--- src/rtl/counter_pkg.sv ---
// -----------------------------------------------------------------------------
// counter_pkg
//   Shared definitions for the counter family (up/down counter, display and
//   timer blocks).
//   Contents:
//     CNT_UP / CNT_DN : encodings of the 'up' direction input
//     last_val()      : highest count value for a given modulus and width
// -----------------------------------------------------------------------------
package counter_pkg;

    localparam logic CNT_UP = 1'b1;
    localparam logic CNT_DN = 1'b0;

    // Highest value the counter reaches before wrapping.
    // A modulus of zero selects the full binary range of 'width' bits.
    // Callers zero-extend the modulus to 32 bits and truncate the result
    // back to their own width; widths above 32 are not supported.
    function automatic logic [31:0] last_val(
        input logic [31:0] modulus,
        input int unsigned width
    );
        logic [31:0] result;
        if (modulus != 32'd0) begin
            result = modulus - 32'd1;
        end else begin
            result = 32'hFFFF_FFFF >> (32'd32 - width);
        end
        return result;
    endfunction

endpackage : counter_pkg

--- src/rtl/rate_divider.sv ---
// -----------------------------------------------------------------------------
// rate_divider
//   Divides the enable stream down to one tick every PRESCALE enabled cycles.
//   The internal count advances only on cycles where enable is high, so
//   pausing enable stretches the period by exactly the paused cycles.
//   Parameters:
//     PRESCALE : enabled clk cycles per tick (>= 1; 1 gives tick = enable)
//   Ports:
//     clk     in  rising-edge clock
//     clear_b in  asynchronous active-low reset, clears the count
//     enable  in  advance the count this cycle
//     clr     in  synchronous clear of the count (has priority over enable)
//     tick    out high on the enabled cycle where the count is PRESCALE-1
// -----------------------------------------------------------------------------
module rate_divider #(
    parameter int unsigned PRESCALE = 50_000_000
) (
    input  logic clk,
    input  logic clear_b,
    input  logic enable,
    input  logic clr,
    output logic tick
);

    // A one-bit count is kept even when PRESCALE is 1; it then never leaves 0.
    localparam int unsigned CW = (PRESCALE > 1) ? $clog2(PRESCALE) : 1;
    localparam logic [CW-1:0] CNT_LAST = CW'(PRESCALE - 1);

    logic [CW-1:0] cnt_q;
    logic [CW-1:0] cnt_d;
    logic          at_last_s;

    assign at_last_s = (cnt_q == CNT_LAST);
    assign tick      = enable & at_last_s;

    // Next-count selection: clear, advance/roll over, or hold.
    always_comb begin
        cnt_d = cnt_q;
        if (clr) begin
            cnt_d = {CW{1'b0}};
        end else if (enable) begin
            if (at_last_s) begin
                cnt_d = {CW{1'b0}};
            end else begin
                cnt_d = cnt_q + {{(CW-1){1'b0}}, 1'b1};
            end
        end else begin
            cnt_d = cnt_q;
        end
    end

    // Prescaler count register.
    always_ff @(posedge clk or negedge clear_b) begin
        if (!clear_b) begin
            cnt_q <= {CW{1'b0}};
        end else begin
            cnt_q <= cnt_d;
        end
    end

endmodule : rate_divider

--- src/rtl/param_updown_counter.sv ---
// -----------------------------------------------------------------------------
// param_updown_counter
//   WIDTH-bit modulo-N up/down counter with synchronous load and a registered
//   one-cycle terminal-count pulse for cascading.
//   Configuration macro:
//     COUNTER_PRESCALE_EN : when defined, counting is slowed by a rate_divider
//                           so that one step happens every PRESCALE enabled
//                           cycles. When undefined every enabled cycle steps
//                           and PRESCALE is ignored.
//   Parameters:
//     WIDTH    : counter width in bits (2..32)
//     PRESCALE : enabled clk cycles per step with the prescaler built in
//   Ports:
//     clk      in  rising-edge clock
//     clear_b  in  asynchronous active-low reset (q, tc, prescaler to 0)
//     enable   in  count enable; counter holds when low
//     up       in  direction, CNT_UP increments, CNT_DN decrements
//     load     in  synchronous load of load_val, overrides enable
//     load_val in  value written on load (taken as-is, no range check)
//     modulus  in  count range 0..modulus-1; 0 selects 0..2^WIDTH-1
//     q        out current count (registered)
//     tc       out terminal-count pulse, high in the cycle q shows a wrap
// -----------------------------------------------------------------------------
module param_updown_counter
    import counter_pkg::*;
#(
    parameter int unsigned WIDTH    = 8,
    parameter int unsigned PRESCALE = 50_000_000
) (
    input  logic             clk,
    input  logic             clear_b,
    input  logic             enable,
    input  logic             up,
    input  logic             load,
    input  logic [WIDTH-1:0] load_val,
    input  logic [WIDTH-1:0] modulus,
    output logic [WIDTH-1:0] q,
    output logic             tc
);

    localparam logic [WIDTH-1:0] ZERO = {WIDTH{1'b0}};
    localparam logic [WIDTH-1:0] ONE  = {{(WIDTH-1){1'b0}}, 1'b1};

    logic [WIDTH-1:0] q_q;
    logic [WIDTH-1:0] q_d;
    logic             tc_q;
    logic             tc_d;
    logic             tick_s;
    logic [WIDTH-1:0] last_s;

`ifdef COUNTER_PRESCALE_EN
    // A load restarts the prescale period so the first step after a load
    // always comes a full period later.
    rate_divider #(
        .PRESCALE (PRESCALE)
    ) u_rate_divider (
        .clk     (clk),
        .clear_b (clear_b),
        .enable  (enable),
        .clr     (load),
        .tick    (tick_s)
    );
`else
    logic [31:0] prescale_unused_s;

    assign prescale_unused_s = PRESCALE;
    assign tick_s            = enable;
`endif

    assign last_s = WIDTH'(last_val(32'(modulus), WIDTH));

    // Next-state mux: load beats tick beats hold. tc_d marks a wrap.
    // Up uses >= so an out-of-range loaded value wraps to 0 on the next
    // up step; down only wraps from exactly 0, so out-of-range values
    // simply decrement back into range.
    always_comb begin
        q_d  = q_q;
        tc_d = 1'b0;
        if (load) begin
            q_d  = load_val;
            tc_d = 1'b0;
        end else if (tick_s) begin
            if (up == CNT_UP) begin
                if (q_q >= last_s) begin
                    q_d  = ZERO;
                    tc_d = 1'b1;
                end else begin
                    q_d  = q_q + ONE;
                    tc_d = 1'b0;
                end
            end else begin
                if (q_q == ZERO) begin
                    q_d  = last_s;
                    tc_d = 1'b1;
                end else begin
                    q_d  = q_q - ONE;
                    tc_d = 1'b0;
                end
            end
        end else begin
            q_d  = q_q;
            tc_d = 1'b0;
        end
    end

    // Count and terminal-count registers.
    always_ff @(posedge clk or negedge clear_b) begin
        if (!clear_b) begin
            q_q  <= ZERO;
            tc_q <= 1'b0;
        end else begin
            q_q  <= q_d;
            tc_q <= tc_d;
        end
    end

    assign q  = q_q;
    assign tc = tc_q;

endmodule : param_updown_counter
--- config.mk ---
export PLATFORM = sky130hd
export DESIGN_NAME = param_updown_counter
export DESIGN_NICKNAME = d
export VERILOG_FILES = /design/src/rtl/counter_pkg.sv /design/src/rtl/rate_divider.sv /design/src/rtl/param_updown_counter.sv
export SDC_FILE = /design/constraint.sdc
export NUM_CORES = 1
export LEC_CHECK = 0
export CORE_MARGIN = 4
export CORE_UTILIZATION = 45
export DETAILED_ROUTE_END_ITERATION = 10
export GPL_TIMING_DRIVEN = 0
export PLACE_DENSITY = 0.74
export SETUP_SLACK_MARGIN = 0.5
export SLEW_MARGIN = 15
export SYNTH_ARGS = -nofsm -noshare
export SYNTH_HDL_FRONTEND = slang
export SYNTH_SLANG_ARGS = --single-unit
--- constraint.sdc ---
create_clock -name clk -period 4.1 [get_ports clk]
set_input_delay 0.615 -clock clk [delete_from_list [all_inputs] [get_ports clk]]
set_output_delay 0.615 -clock clk [all_outputs]
set_load 0.03 [all_outputs]
**After elaboration in Yosys (flattened, before gate mapping)**

Index checks and enable logic that the tools add are counted.

- Output and inout bits: 9
- Register bits after elaboration: 9
- Bits of input ports: 21

- Add/sub/neg operators: 3
- Magnitude comparators: 1
- Mux-type cells: 11
- Reduce and logical (&&, ||, !) cells: 3

Operator list:

| operator | count |
|---|---|
| $mux W8 | 6 |
| $sub A8 B1 Y8 const B | 2 |
| $add A8 B1 Y8 const B | 1 |
| $ge A8 B8 Y1 | 1 |
| $logic_not A8 Y1 | 1 |
| $reduce_bool A8 Y1 | 1 |
| $mux W1 | 5 |
| $reduce_bool A2 Y1 | 1 |

**Depth between registers and ports, before layout**

- Word-level depth: 7
- Mapped depth: 12
- Depth with buffers taken out: 12

**Least setup slack after synthesis**

OpenSTA, ideal clock, no wires.

- Path type: input-to-reg
- Start point: input port modulus[0]
- End point: register q_q[6], in the netlist q[6]
- Slack: 0.927 ns
- Stages: 12
- Data arrival time: 3.086 ns
- Library setup time: 0.087 ns
- Cells stage by stage: inv_1 -> ha_1 -> or4b_1 -> a2111oi_2 -> a21oi_1 -> ha_1 -> a21o_1 -> a211o_1 -> a21oi_2 -> o21ai_0 -> a211o_1 -> o211ai_1

- Longest elaborated chain between the ends: 7

RTL lines:

| what | line | text |
|---|---|---|
| start, declared | param_updown_counter.sv:36 | `input logic [WIDTH-1:0] modulus,` |
| $sub A8 B1 Y8 / $reduce_bool A8 Y1 (equally long branches) | counter_pkg.sv:24, counter_pkg.sv:23 |  |
| $mux W8 (*) | counter_pkg.sv:23 | `if (modulus != 32'd0) begin` |
| $ge A8 B8 Y1 | param_updown_counter.sv:84 | `if (q_q >= last_s) begin` |
| $mux W8 | param_updown_counter.sv:84 |  |
| $mux W8 (*) | param_updown_counter.sv:83 | `if (up == CNT_UP) begin` |
| $mux W8 (*) | param_updown_counter.sv:82 | `end else if (tick_s) begin` |
| $mux W8 (*) | param_updown_counter.sv:79 | `if (load) begin` |
| end signal, assigned | param_updown_counter.sv:112 | `q_q <= q_d;` |
| end, declared | param_updown_counter.sv:44 | `logic [WIDTH-1:0] q_q;` |

Every way passes the cells marked *; elsewhere a longest branch is shown, timed or not. The select of a mux whose other input is x is not followed.
A chain may end at the register's enable or synchronous reset.

**Worst setup path after layout**

- Start point: input port modulus[0]
- End point: register q_q[7], in the netlist q[7]

Same word-level chain as after synthesis.

==> results_dict.tcl <==
set metrics [dict create \
    netlist_instances 158 \
    pwr-share-clk_pct 17.6 \
    synth-seq-cells 9 \
    power.switching_mw 0.1818 \
    ir_drop_v 0.0002164 \
    pwr-share-seq_pct 28.3 \
    rows 18 \
    htreeDepth 1 \
    reg2reg_from "q[0]" \
    finalPower_mw 0.4180 \
    combinationalPowerShare_pct 54.2 \
    hold_violations 0 \
    fmax_ghz 0.2920 \
    clk_latency_ns 0.27 \
    r2r-end "q[4]" \
    die_area_sq_mm 0.003553 \
    gr-usage-all-layers_pct 21.11 \
    post-route-min-period_ns 3.425 \
    clk_pin_slew_ns 0.07 \
    globalplace.congestion 0.8718 \
    startpoint_type "input port" \
    nets 226 \
    wl_per_cell_um 16.03 \
    drive_above_1_share_pct 6.806 \
    yosys_warnings 0 \
    grt_antenna_before_repair 0 \
    synth_ff_type "dfrtp_1" \
    routed_via_density 6.032 \
    area_growth_pct 31.63 \
    hold_buffers 0 \
    cts_num_sinks 9 \
    clock_skew_ns 0.005062 \
    dieWidth_um 59.61 \
    core_area_sq_mm 0.002500 \
    dpl-instance-area_sq_mm 0.001506 \
    outcome "completed" \
    drc 0 \
    yosysUniqueCellTypes 40 \
    reg2reg_depth 8 \
    drtPass1Iterations 4 \
    dp_slack_ns 0.1760 \
    post-route-period-util_pct 83.53 \
    cts_buffers 3 \
    clockBufferDepth 2 \
    worst_slew_margin_rel_pct 68.16 \
    end_kind "register" \
    cts_root_buffer "clkbuf_4" \
    crit_type "input port to register" \
    hp-class "input port to async pin" \
    pin_count 30 \
    syn-cell-area_sq_mm 0.001199 \
    tritoncts "yes" \
    grt_pass1_wl_mm 5.789 \
    cp.required_ns 4.26 \
    syn_area_per_cell_sq_um 7.586 \
    grt_pass1_vias 1256 \
    syn-num-nets 192 \
    sw_frac_of_total_pct 43.50 \
    finalInstanceArea_sq_mm 0.001578 \
    drt-initial-drc-count 68 \
    drv_cap 0 \
    internal_power_mw 0.2362 \
    async_flop_share_pct 100.0 \
    reg2reg_setup_slack_ns 1.83 \
    initial_core_util_pct 47.95 \
    yosysSeqAreaShare_pct 18.79 \
    fin_setup_tns_ns 0 \
    numPortBuffers 27 \
    ant_nets 0 \
    die_h_um 59.61 \
    dp_hpwl_mm 2.745 \
    finalSetupViolCount 0 \
    grt-ovfl-total 0 \
    diodes 0 \
    critical_path_arrival_ns 3.59 \
    critPathMaxFanout 3 \
    vias 1333 \
    wl_mm 3.542 \
    tightest_slew_ns 0.4710 \
    p_leak_nw 0.6205 \
    setup_ws_ns 0.6754 \
    slew_viol_final 0 \
    rsz0062_at_grt "false" \
    synth_edf_count 0 \
    grt_max_degree 11 \
    p_per_area_mw_per_mm2 264.9 \
]
[layout make-up]
type	instances	area (sq um)
multi-input combinational	131	933.4
inverter	10	37.54
sequential	9	225.2
timing repair buffer	29	285.3
fill	224	922.1
buffer	8	32.53
tap	30	37.54
clock buffer	4	26.28
[critical path: stages]
cell	delay, ns
clkdlybuf4s50_1	0.43
inv_1	0.09
ha_2	0.20
or4b_4	0.48
a2111oi_4	0.36
a21oi_1	0.10
ha_1	0.19
a21o_1	0.15
a211o_1	0.31
nor4b_1	0.24
o21ai_0	0.13
a22o_1	0.20
o31ai_1	0.08
[registers in the layout, indices dropped and copies added, names as in the netlist]
signal / cells
q: 8
tc: 1
[power groups by stage]
stage	logic, mW	registers [mW]	clock network, mW
after floorplan	0.117	0.137	0
after global placement	0.208	0.119	0
after detailed placement	0.214	0.119	0
after CTS	0.218	0.118	0.0729
after global routing	0.248	0.120	0.0771
final	0.226	0.118	0.0735
[repair_timing]
item                       in CTS  in global routing
pin swaps                       0                  1
setup buffers                   0                  2
setup endpoints to repair       1                  3
resized for setup               1                  4
[per-layer routing]
metal	vias up	part of all wire, %	track usage [%]
li1	651	-	-
met1	613	42	26.64
met2	62	49	36.66
met3	7	8.1	1.743
met4	0	1.5	8.544
met5	-	0	0
[metrics by stage]
step	hold slack (ns)	instances	util (%)
floorplan	0.3194	158	-
global placement	0.7448	215	60.26
detailed placement	0.7612	215	60.26
CTS	0.6872	219	61.61
global route	0.7064	221	63.11
finish	0.6504	221	63.11
[layout by cell type (no fill, tap or decap), types with 2 or more instances in the layout]
cell type and instances:
clkdlybuf4s50_1 27, nor2_1 16, a21oi_1 13, ha_1 12
nand2_1 11, inv_1 10, dfrtp_1 9, clkbuf_1 7
nor3b_1 6, xor2_1 5, nand3_1 5, nand2b_1 4
o21ai_1 4, xnor2_1 4, o211ai_1 4, nor3_1 4
o21ai_0 4, nor4_1 3, a221oi_1 3, mux2i_1 3
clkbuf_4 3, or4_1 2, or3_1 2, a211o_1 2
nor4b_1 2, buf_2 2, o31ai_1 2, nor2b_1 2
o2111ai_1 2, a22o_1 2, buf_4 2
[kinds of logic after synthesis]
family | count (synthesis) | synth area share [%]
mux | 3 | 2.505
fa+ha+maj | 13 | 13.57
xor+xnor | 9 | 6.576
flops | 9 | 18.79
buf+inv | 18 | 5.846
compound gates | 46 | 26.20
simple gates | 60 | 26.51
[worst max-delay path by stage]
stage | end | startpoint | slack [ns] | cells after the start
floorplan | q[6] | modulus[0] | 0.93 | 12
global placement | q[6] | modulus[0] | 0.23 | 13
detailed placement | q[6] | modulus[0] | 0.18 | 13
CTS | q[6] | modulus[0] | 0.54 | 13
global route | q[6] | modulus[0] | 0.49 | 13
finish | q[7] | modulus[0] | 0.68 | 13
[Yosys cell counts (3+ instances only)]
library cell / instances / area [sq um]
a21oi_1: 13 / 65.06
a221oi_1: 3 / 26.28
clkbuf_1: 6 / 22.52
dfrtp_1: 9 / 225.2
ha_1: 13 / 162.7
inv_1: 10 / 37.54
mux2i_1: 3 / 30.03
nand2_1: 11 / 41.29
nand2b_1: 4 / 25.02
nand3_1: 5 / 25.02
nor2_1: 16 / 60.06
nor3_1: 4 / 20.02
nor3b_1: 6 / 45.04
nor4_1: 3 / 18.77
o211ai_1: 4 / 30.03
o21ai_0: 4 / 20.02
o21ai_1: 5 / 25.02
xnor2_1: 4 / 35.03
xor2_1: 5 / 43.79
Power figures use the tool's default switching activity.
